[src/rtl/mem_access_ctrl.sv]
// mem_access_ctrl: load/store unit bridging a request/response handshake to a single-cycle word RAM
module mem_access_ctrl #(
  parameter int ADDR_W = 32
) (
  input  logic              clk,
  input  logic              rst,
  input  logic              req_valid,
  output logic              req_ready,
  input  logic [2:0]        req_op,
  input  logic [ADDR_W-1:0] req_addr,
  input  logic [31:0]       req_wdata,
  output logic              resp_valid,
  input  logic              resp_ready,
  output logic [31:0]       resp_rdata,
  output logic              resp_excp,
  output logic              ram_ce,
  output logic              ram_we,
  output logic [ADDR_W-1:0] ram_addr,
  output logic [3:0]        ram_sel,
  output logic [31:0]       ram_wdata,
  input  logic [31:0]       ram_rdata
);
  typedef enum logic [1:0] {IDLE, ACCESS, RESP} state_t;
  state_t      state;
  logic [2:0]  op_q;
  logic [1:0]  off_q;
  logic        is_b, is_h, is_w, is_st, mis;
  logic [3:0]  sel;
  logic [31:0] wd, ld;
  logic [7:0]  lb;
  logic [15:0] lh;
  // decode the incoming request: size class, misalignment, big-endian lane select, replicated store data
  always_comb begin
    is_b  = req_op inside {3'b000, 3'b001, 3'b101};
    is_h  = req_op inside {3'b010, 3'b011, 3'b110};
    is_w  = !is_b && !is_h;
    is_st = req_op[2] && (req_op[1:0] != 2'b00);
    mis   = (is_h && req_addr[0]) || (is_w && (req_addr[1:0] != 2'b00));
    sel   = is_b ? 4'b1000 >> req_addr[1:0] : is_h ? (req_addr[1] ? 4'b0011 : 4'b1100) : 4'b1111;
    wd    = !is_st ? 32'd0 : is_b ? {4{req_wdata[7:0]}} : is_h ? {2{req_wdata[15:0]}} : req_wdata;
  end
  // pick the addressed lane out of the RAM word and extend it according to the latched opcode
  always_comb begin
    lb = 8'(ram_rdata >> {~off_q, 3'b000});
    lh = off_q[1] ? ram_rdata[15:0] : ram_rdata[31:16];
    ld = op_q == 3'b000 ? {{24{lb[7]}}, lb} :
         op_q == 3'b001 ? {24'd0, lb} :
         op_q == 3'b010 ? {{16{lh[15]}}, lh} :
         op_q == 3'b011 ? {16'd0, lh} :
         op_q == 3'b100 ? ram_rdata : 32'd0;
  end
  // IDLE -> ACCESS -> RESP controller; all outputs registered and cleared asynchronously by reset
  always_ff @(posedge clk or negedge rst) begin
    if (!rst) begin
      state      <= IDLE;
      req_ready  <= 1'b1;
      op_q       <= '0;
      off_q      <= '0;
      resp_valid <= 1'b0;
      resp_rdata <= '0;
      resp_excp  <= 1'b0;
      ram_ce     <= 1'b0;
      ram_we     <= 1'b0;
      ram_addr   <= '0;
      ram_sel    <= '0;
      ram_wdata  <= '0;
    end else begin
      case (state)
        IDLE: if (req_valid) begin
          op_q      <= req_op;
          off_q     <= req_addr[1:0];
          req_ready <= 1'b0;
          if (mis) begin
            state      <= RESP;
            resp_valid <= 1'b1;
            resp_excp  <= 1'b1;
            resp_rdata <= '0;
          end else begin
            state     <= ACCESS;
            ram_ce    <= 1'b1;
            ram_we    <= is_st;
            ram_addr  <= {req_addr[ADDR_W-1:2], 2'b00};
            ram_sel   <= sel;
            ram_wdata <= wd;
          end
        end
        ACCESS: begin
          state      <= RESP;
          ram_ce     <= 1'b0;
          ram_we     <= 1'b0;
          ram_addr   <= '0;
          ram_sel    <= '0;
          ram_wdata  <= '0;
          resp_valid <= 1'b1;
          resp_excp  <= 1'b0;
          resp_rdata <= ld;
        end
        RESP: if (resp_ready) begin
          state      <= IDLE;
          req_ready  <= 1'b1;
          resp_valid <= 1'b0;
          resp_excp  <= 1'b0;
          resp_rdata <= '0;
        end
        default: state <= IDLE;
      endcase
    end
  end
endmodule
[config.mk]
export PLATFORM = sky130hd
export DESIGN_NAME = mem_access_ctrl
export DESIGN_NICKNAME = d
export VERILOG_FILES = /design/src/rtl/mem_access_ctrl.sv
export SDC_FILE = /design/constraint.sdc
export NUM_CORES = 1
export LEC_CHECK = 0
export CORE_MARGIN = 2
export CORE_UTILIZATION = 35
export CTS_CLUSTER_DIAMETER = 100
export DETAILED_ROUTE_END_ITERATION = 6
export HOLD_SLACK_MARGIN = 0.03
export PLACE_DENSITY = 0.76
export RECOVER_POWER = 50
export SKIP_LAST_GASP = 1
export SLEW_MARGIN = 0
export SYNTH_ARGS = -nofsm -noshare
export SYNTH_HDL_FRONTEND = slang
export SYNTH_SLANG_ARGS = --single-unit
[constraint.sdc]
create_clock -name clk -period 3.4 [get_ports clk]
set_input_delay 0.68 -clock clk [delete_from_list [all_inputs] [get_ports clk]]
set_output_delay 0.68 -clock clk [all_outputs]
set_load 0.02 [all_outputs]
; ---- Word-level counts from Yosys, hierarchy flattened
; Index checks and enable logic that the tools add are counted.
[word_totals]
ff_bits = 112
input_bits = 103
[op_classes]
n_eq_ne = 15
n_shift = 2
mux = 43
bitwise_logic = 1
reduce_logical = 22
[ops]
columns = operator, n
row1 = 2-to-1 mux 32 bit, 15
row2 = one-hot mux 32 bit (2 select lines), 2
row3 = one-hot mux 32 bit (3 select lines), 1
row4 = >> shifter 32 x 5 -> 8 bit, 1
row5 = 2-to-1 mux 4 bit, 5
row6 = 2-to-1 mux 16 bit, 1
row7 = "== test 3 x 2 -> 1 bit, second input constant", 4
row8 = "== test 3 bit, second input constant", 3
row9 = 2-to-1 mux 1 bit, 9
row10 = nonzero test 3 bit, 3
row11 = "inequality test 2 bit, second input constant", 4
row12 = one-hot mux 4 bit (2 select lines), 1
row13 = nonzero test 2 bit, 4
row14 = "== test 3 x 1 -> 1 bit, second input constant", 2
row15 = zero test 3 bit, 2
row16 = 2-to-1 mux 2 bit, 3
row17 = one-hot mux 1 bit (2 select lines), 3
row18 = one-hot mux 1 bit (3 select lines), 2
row19 = one-hot mux 2 bit (3 select lines), 1
row20 = AND reduction 3 bit, 2
row21 = logical AND 1 bit, 4
row22 = AND reduction 2 bit, 2
row23 = AND reduction 4 bit, 1
row24 = ">> shifter 4 x 2 -> 4 bit, first input constant", 1
row25 = other kinds (6), 7

; ---- Depth between registers and ports, before layout
[logic_depth]
ltp_word = 9
depth_mapped = 9
ltp_nobuf = 7

; ---- Least setup slack after synthesis
; Ideal clock, no wire load.
[synth_timing]
path_kind = in2reg
from = in req_addr[1]
to = reg resp_rdata[16]
setup_ps = 125
t_arrival_ps = 2096
required_time_ps = 3275
slack_ps = 1179
path_stages = 8
path_cell_list = buf_2 -> nor2b_4 -> o21a_4 -> o21bai_1 -> a21o_1 -> buf_2 -> buf_6 -> mux2_2
[synth_via]
elab_chain_cells = 5
[synth_rtl]
columns = item, line_no
row1 = from (decl), 10  ; input logic [ADDR_W-1:0] req_addr,
row2 = nonzero test 2 bit, 38  ; mis = (is_h && req_addr[0]) || (is_w && (req_addr[1:0] != 2'b00));
row3 = logical AND 1 bit, 38
row4 = logical OR 1 bit, 38
row5 = inequality test 2 bit (no line), n/a
row6 = AND reduction 4 bit (no line), n/a
row7 = to (signal assigned), 96  ; resp_rdata <= ld;
row8 = to (decl), 14  ; output logic [31:0] resp_rdata,
; Every way passes these cells.
; A chain may end at the register's enable or synchronous reset.

; ---- Worst setup path after layout
[layout_timing]
from = in req_op[2]
to = reg ram_sel[3]
[layout_via]
elab_chain_cells = 8
word_cells_on_any_way = 21
[layout_rtl]
columns = item, line_no
row1 = from (decl), 9  ; input logic [2:0] req_op,
row2 = branches (longest 8 deep; another with 2-to-1 mux 4 bit), n/a
row3 = to (signal assigned), 83  ; ram_sel <= sel;
row4 = to (decl), 19  ; output logic [3:0] ram_sel,
; Several ways; the timed one is not identified. The select of a mux whose other input is x is not followed.

==> results.sh <==
export IMPL_die_area_sq_um=16510
export IMPL_synth_seq_area_share_pct=50.77
export IMPL_gp_routability_congestion=0.8450
export IMPL_worst_endpoint_required_ns=3.63
export IMPL_violations="capacitance limit, slew limit"
export IMPL_synth_main_ff_cell="sky130_fd_sc_hd__dfrtp_1"
export IMPL_post_dp_cell_area_sq_um=7617
export IMPL_post_cts_resize_count=0
export IMPL_globalRouteOverflowTotal=0
export IMPL_maxCapViolations=1
export IMPL_layout_cells_most_common="sky130_fd_sc_hd__clkdlybuf4s50_1"
export IMPL_layout_nets=771
export IMPL_final_layout_size_suffix_gt1_share_pct=8.507
export IMPL_cellPowerDensity_nw_per_um2=872.7
export IMPL_synthesis_yosys_warnings=0
export IMPL_fp_dieH_um=128.5
export IMPL_finalSetupTns_ns=0
export IMPL_syn_instance_count=477
export IMPL_highest_count_cells_in_the_layout_ignoring_fill_and_taps="158 x sky130_fd_sc_hd__clkdlybuf4s50_1, 109 x sky130_fd_sc_hd__dfrtp_1, 49 x sky130_fd_sc_hd__a22o_1"
export IMPL_maxSlewViolCount=66
export IMPL_critPathCaptureType="flip-flop"
export IMPL_clock_tree_buffer_depth=2
export IMPL_fp_coreArea_sq_um=15150
export IMPL_min_period_ns=2.569
export IMPL_worst_slew_pin_transition_ns=1.638
export IMPL_drt_antenna_violating_nets=0
export IMPL_area_growth_syn_to_layout_pct=45.70
export IMPL_grt_usage_pct=18.68
export IMPL_groute_layer_met1_usage_pct=24.49
export IMPL_headroom_to_the_max_slew_limit_pct=-9.179
export IMPL_synth_cell_area_sq_um=5424
export IMPL_detail_route_drc_violations=0
export IMPL_post_synth_num_cell_types=52
export IMPL_cts_sinks=110
export IMPL_drt_initial_drc_count=379
export IMPL_clock_tree_from_tritoncts="done"
export IMPL_placementRows=45
export IMPL_cp_data_arrival_time_ns=2.80
export IMPL_routed_wirelength_um=15450
export IMPL_grt_setup_unrepaired="no"
export IMPL_clockRootBuffer="sky130_fd_sc_hd__clkbuf_16"
export IMPL_synth_edf_count=0
export IMPL_crit_fanout=37
export IMPL_synthesis_area_per_instance_sq_um=11.37
export IMPL_worst_hold_path_type="in -> async"
export IMPL_report_final_hold_viol_count=0
export IMPL_largest_net_degree_at_the_start_of_global_routing=66
export IMPL_post_cts_hold_buffer_count=0
export IMPL_clkTransAtPathRegs_ns=0.07
export IMPL_fin_skew_ns=0.008058
export IMPL_vias=4542
export IMPL_grt_pass1_vias=4568
export IMPL_global_route_wire_length_before_repair_um=24340
export IMPL_grt_most_used_layer="met2"
export IMPL_pin_count=208
export IMPL_cts_max_level=3
export IMPL_count_of_buffers_inserted_at_the_top_level_ports=205
export IMPL_async_flop_share_pct=100.0
export IMPL_finish_instance_area_sq_um=7903
export IMPL_detailedPlacementHpwl_um=11580
export IMPL_clock_insertion_delay_worst_skew_ns=0.34
export IMPL_period_share_pct=75.55
export IMPL_cts_buffers_inserted=9
export IMPL_postSynthRegisterBits=110
export IMPL_p_leak_nw=3.675
export IMPL_critPathKind="in -> reg"
export IMPL_global_route_usage_met3_pct=5.364
export IMPL_top_achievable_clock_speed_mhz=389.3
export IMPL_first_pass_iters=6
export IMPL_initial_core_util_pct=35.81
export IMPL_vdd_ir_drop_worst_mv=0.4251
export IMPL_setup_violations=0
export IMPL_routedWlPerCell_um=17.99
export IMPL_die_width_um=128.5
export IMPL_grt_antenna_before_repair=1
export IMPL_start_kind="input port"
export IMPL_grt_use_met2_pct=30.23
export IMPL_routed_via_density=5.288
export IMPL_postCtsSetupBuffers=0
export IMPL_status="finished with violations"
-- worst paths after layout --
path,startpoint,to,slack [ns],cells after the start
max,req_op[2],ram_sel[3],0.83,6
min,rst,ram_we,0.31,1
max reg2reg,op_q[2],resp_rdata[23],0.98,5
min reg2reg,ram_sel[1],ram_sel[1],0.47,2
max in group asynchronous,rst,ram_wdata[29],1.07,2
min in group clk,ram_sel[1],ram_sel[1],0.47,2
-- layout make-up --
class / count / area (sq um)
flip-flops and latches: 110 / 2754
inverters: 11 / 41.29
clock inverters: 7 / 72.57
multi-input cells: 319 / 2432
fillers: 1291 / 7243
repair buffers: 214 / 2140
well taps: 188 / 235.2
clock buffers: 9 / 225.2
diodes: 1 / 2.502
-- kinds of logic after synthesis --
| family | count (synthesis) | synth area share, % |
|---|---|---|
| AOI/OAI and AO/OA | 133 | 18.57 |
| xor gates and xnor gates | 3 | 0.4845 |
| adders and majority gates | 3 | 0.6921 |
| buffers and inverters | 49 | 4.475 |
| DFF | 110 | 50.77 |
| muxes | 88 | 17.21 |
| other | 1 | 0.06914 |
| and+or+nand+nor | 90 | 7.728 |
-- per-stage QoR --
stage / utilization, % / instances / power (mW) / worst slack [ns] / hold slack [ns]
2_1_floorplan: - / 478 / 4.376 / 1.179 / 0.3844
3_3_place_gp: 50.29 / 842 / 5.862 / 0.6206 / 0.4636
3_5_place_dp: 50.29 / 842 / 5.954 / 0.5330 / 0.4692
4_1_cts: 52.26 / 858 / 7.039 / 0.8958 / 0.3343
5_1_grt: 52.18 / 859 / 7.312 / 0.6278 / 0.3635
6_report: 52.18 / 859 / 6.896 / 0.8313 / 0.3139
-- metal layers --
layer	vias to the layer above	part of all wire [%]
met5	-	0
met4	0	2.2
met3	27	7.0
met2	180	47
met1	2217	44
li1	2118	-
-- state kept, by name, summed over array words and instances, names as in the netlist --
name / count
req_ready: 1
ram_sel: 4
ram_addr: 30
ram_we: 1
resp_excp: 1
resp_valid: 1
op_q: 3
ram_wdata: 32
off_q: 2
ram_ce: 1
resp_rdata: 32
state: 2
-- synth_stat cells (all sizes together) (2+ instances only) --
master  instances  area, sq um
a21oi          25        125.1
nor3            5        25.02
o22ai           2        12.51
dfrtp         109         2728
a21o            3        22.52
mux2i          46        460.4
clkbuf         14        52.55
a221oi          7        61.31
nor2           21        81.33
o41ai           2        17.52
o21ai          22        117.6
xnor2           2        17.52
mux2           42        473.0
a22o           49        429.2
a222oi          6        60.06
a32oi           2        17.52
nor2b           3        26.27
o31ai           2        15.01
nand2b         10        62.56
ha              3        37.54
buf            24        148.9
a31oi           2        12.51
nand2          46        172.7
inv            10        37.54
-- critical path: stages --
cell,delay [ns]
sky130_fd_sc_hd__dlygate4sd3_1,0.70
sky130_fd_sc_hd__and2b_1,0.26
sky130_fd_sc_hd__o21a_4,0.15
sky130_fd_sc_hd__o32a_2,0.52
sky130_fd_sc_hd__buf_12,0.22
sky130_fd_sc_hd__a22o_1,0.25
-- report_power, final --
part	total [mW]	switching, mW	leakage (nW)	internal [mW]
sequential	2.28	0.415	1.45	1.86
clock	1.06	0.485	0.147	0.575
combinational	3.56	1.87	2.07	1.69
Power figures use the tool's default switching activity.
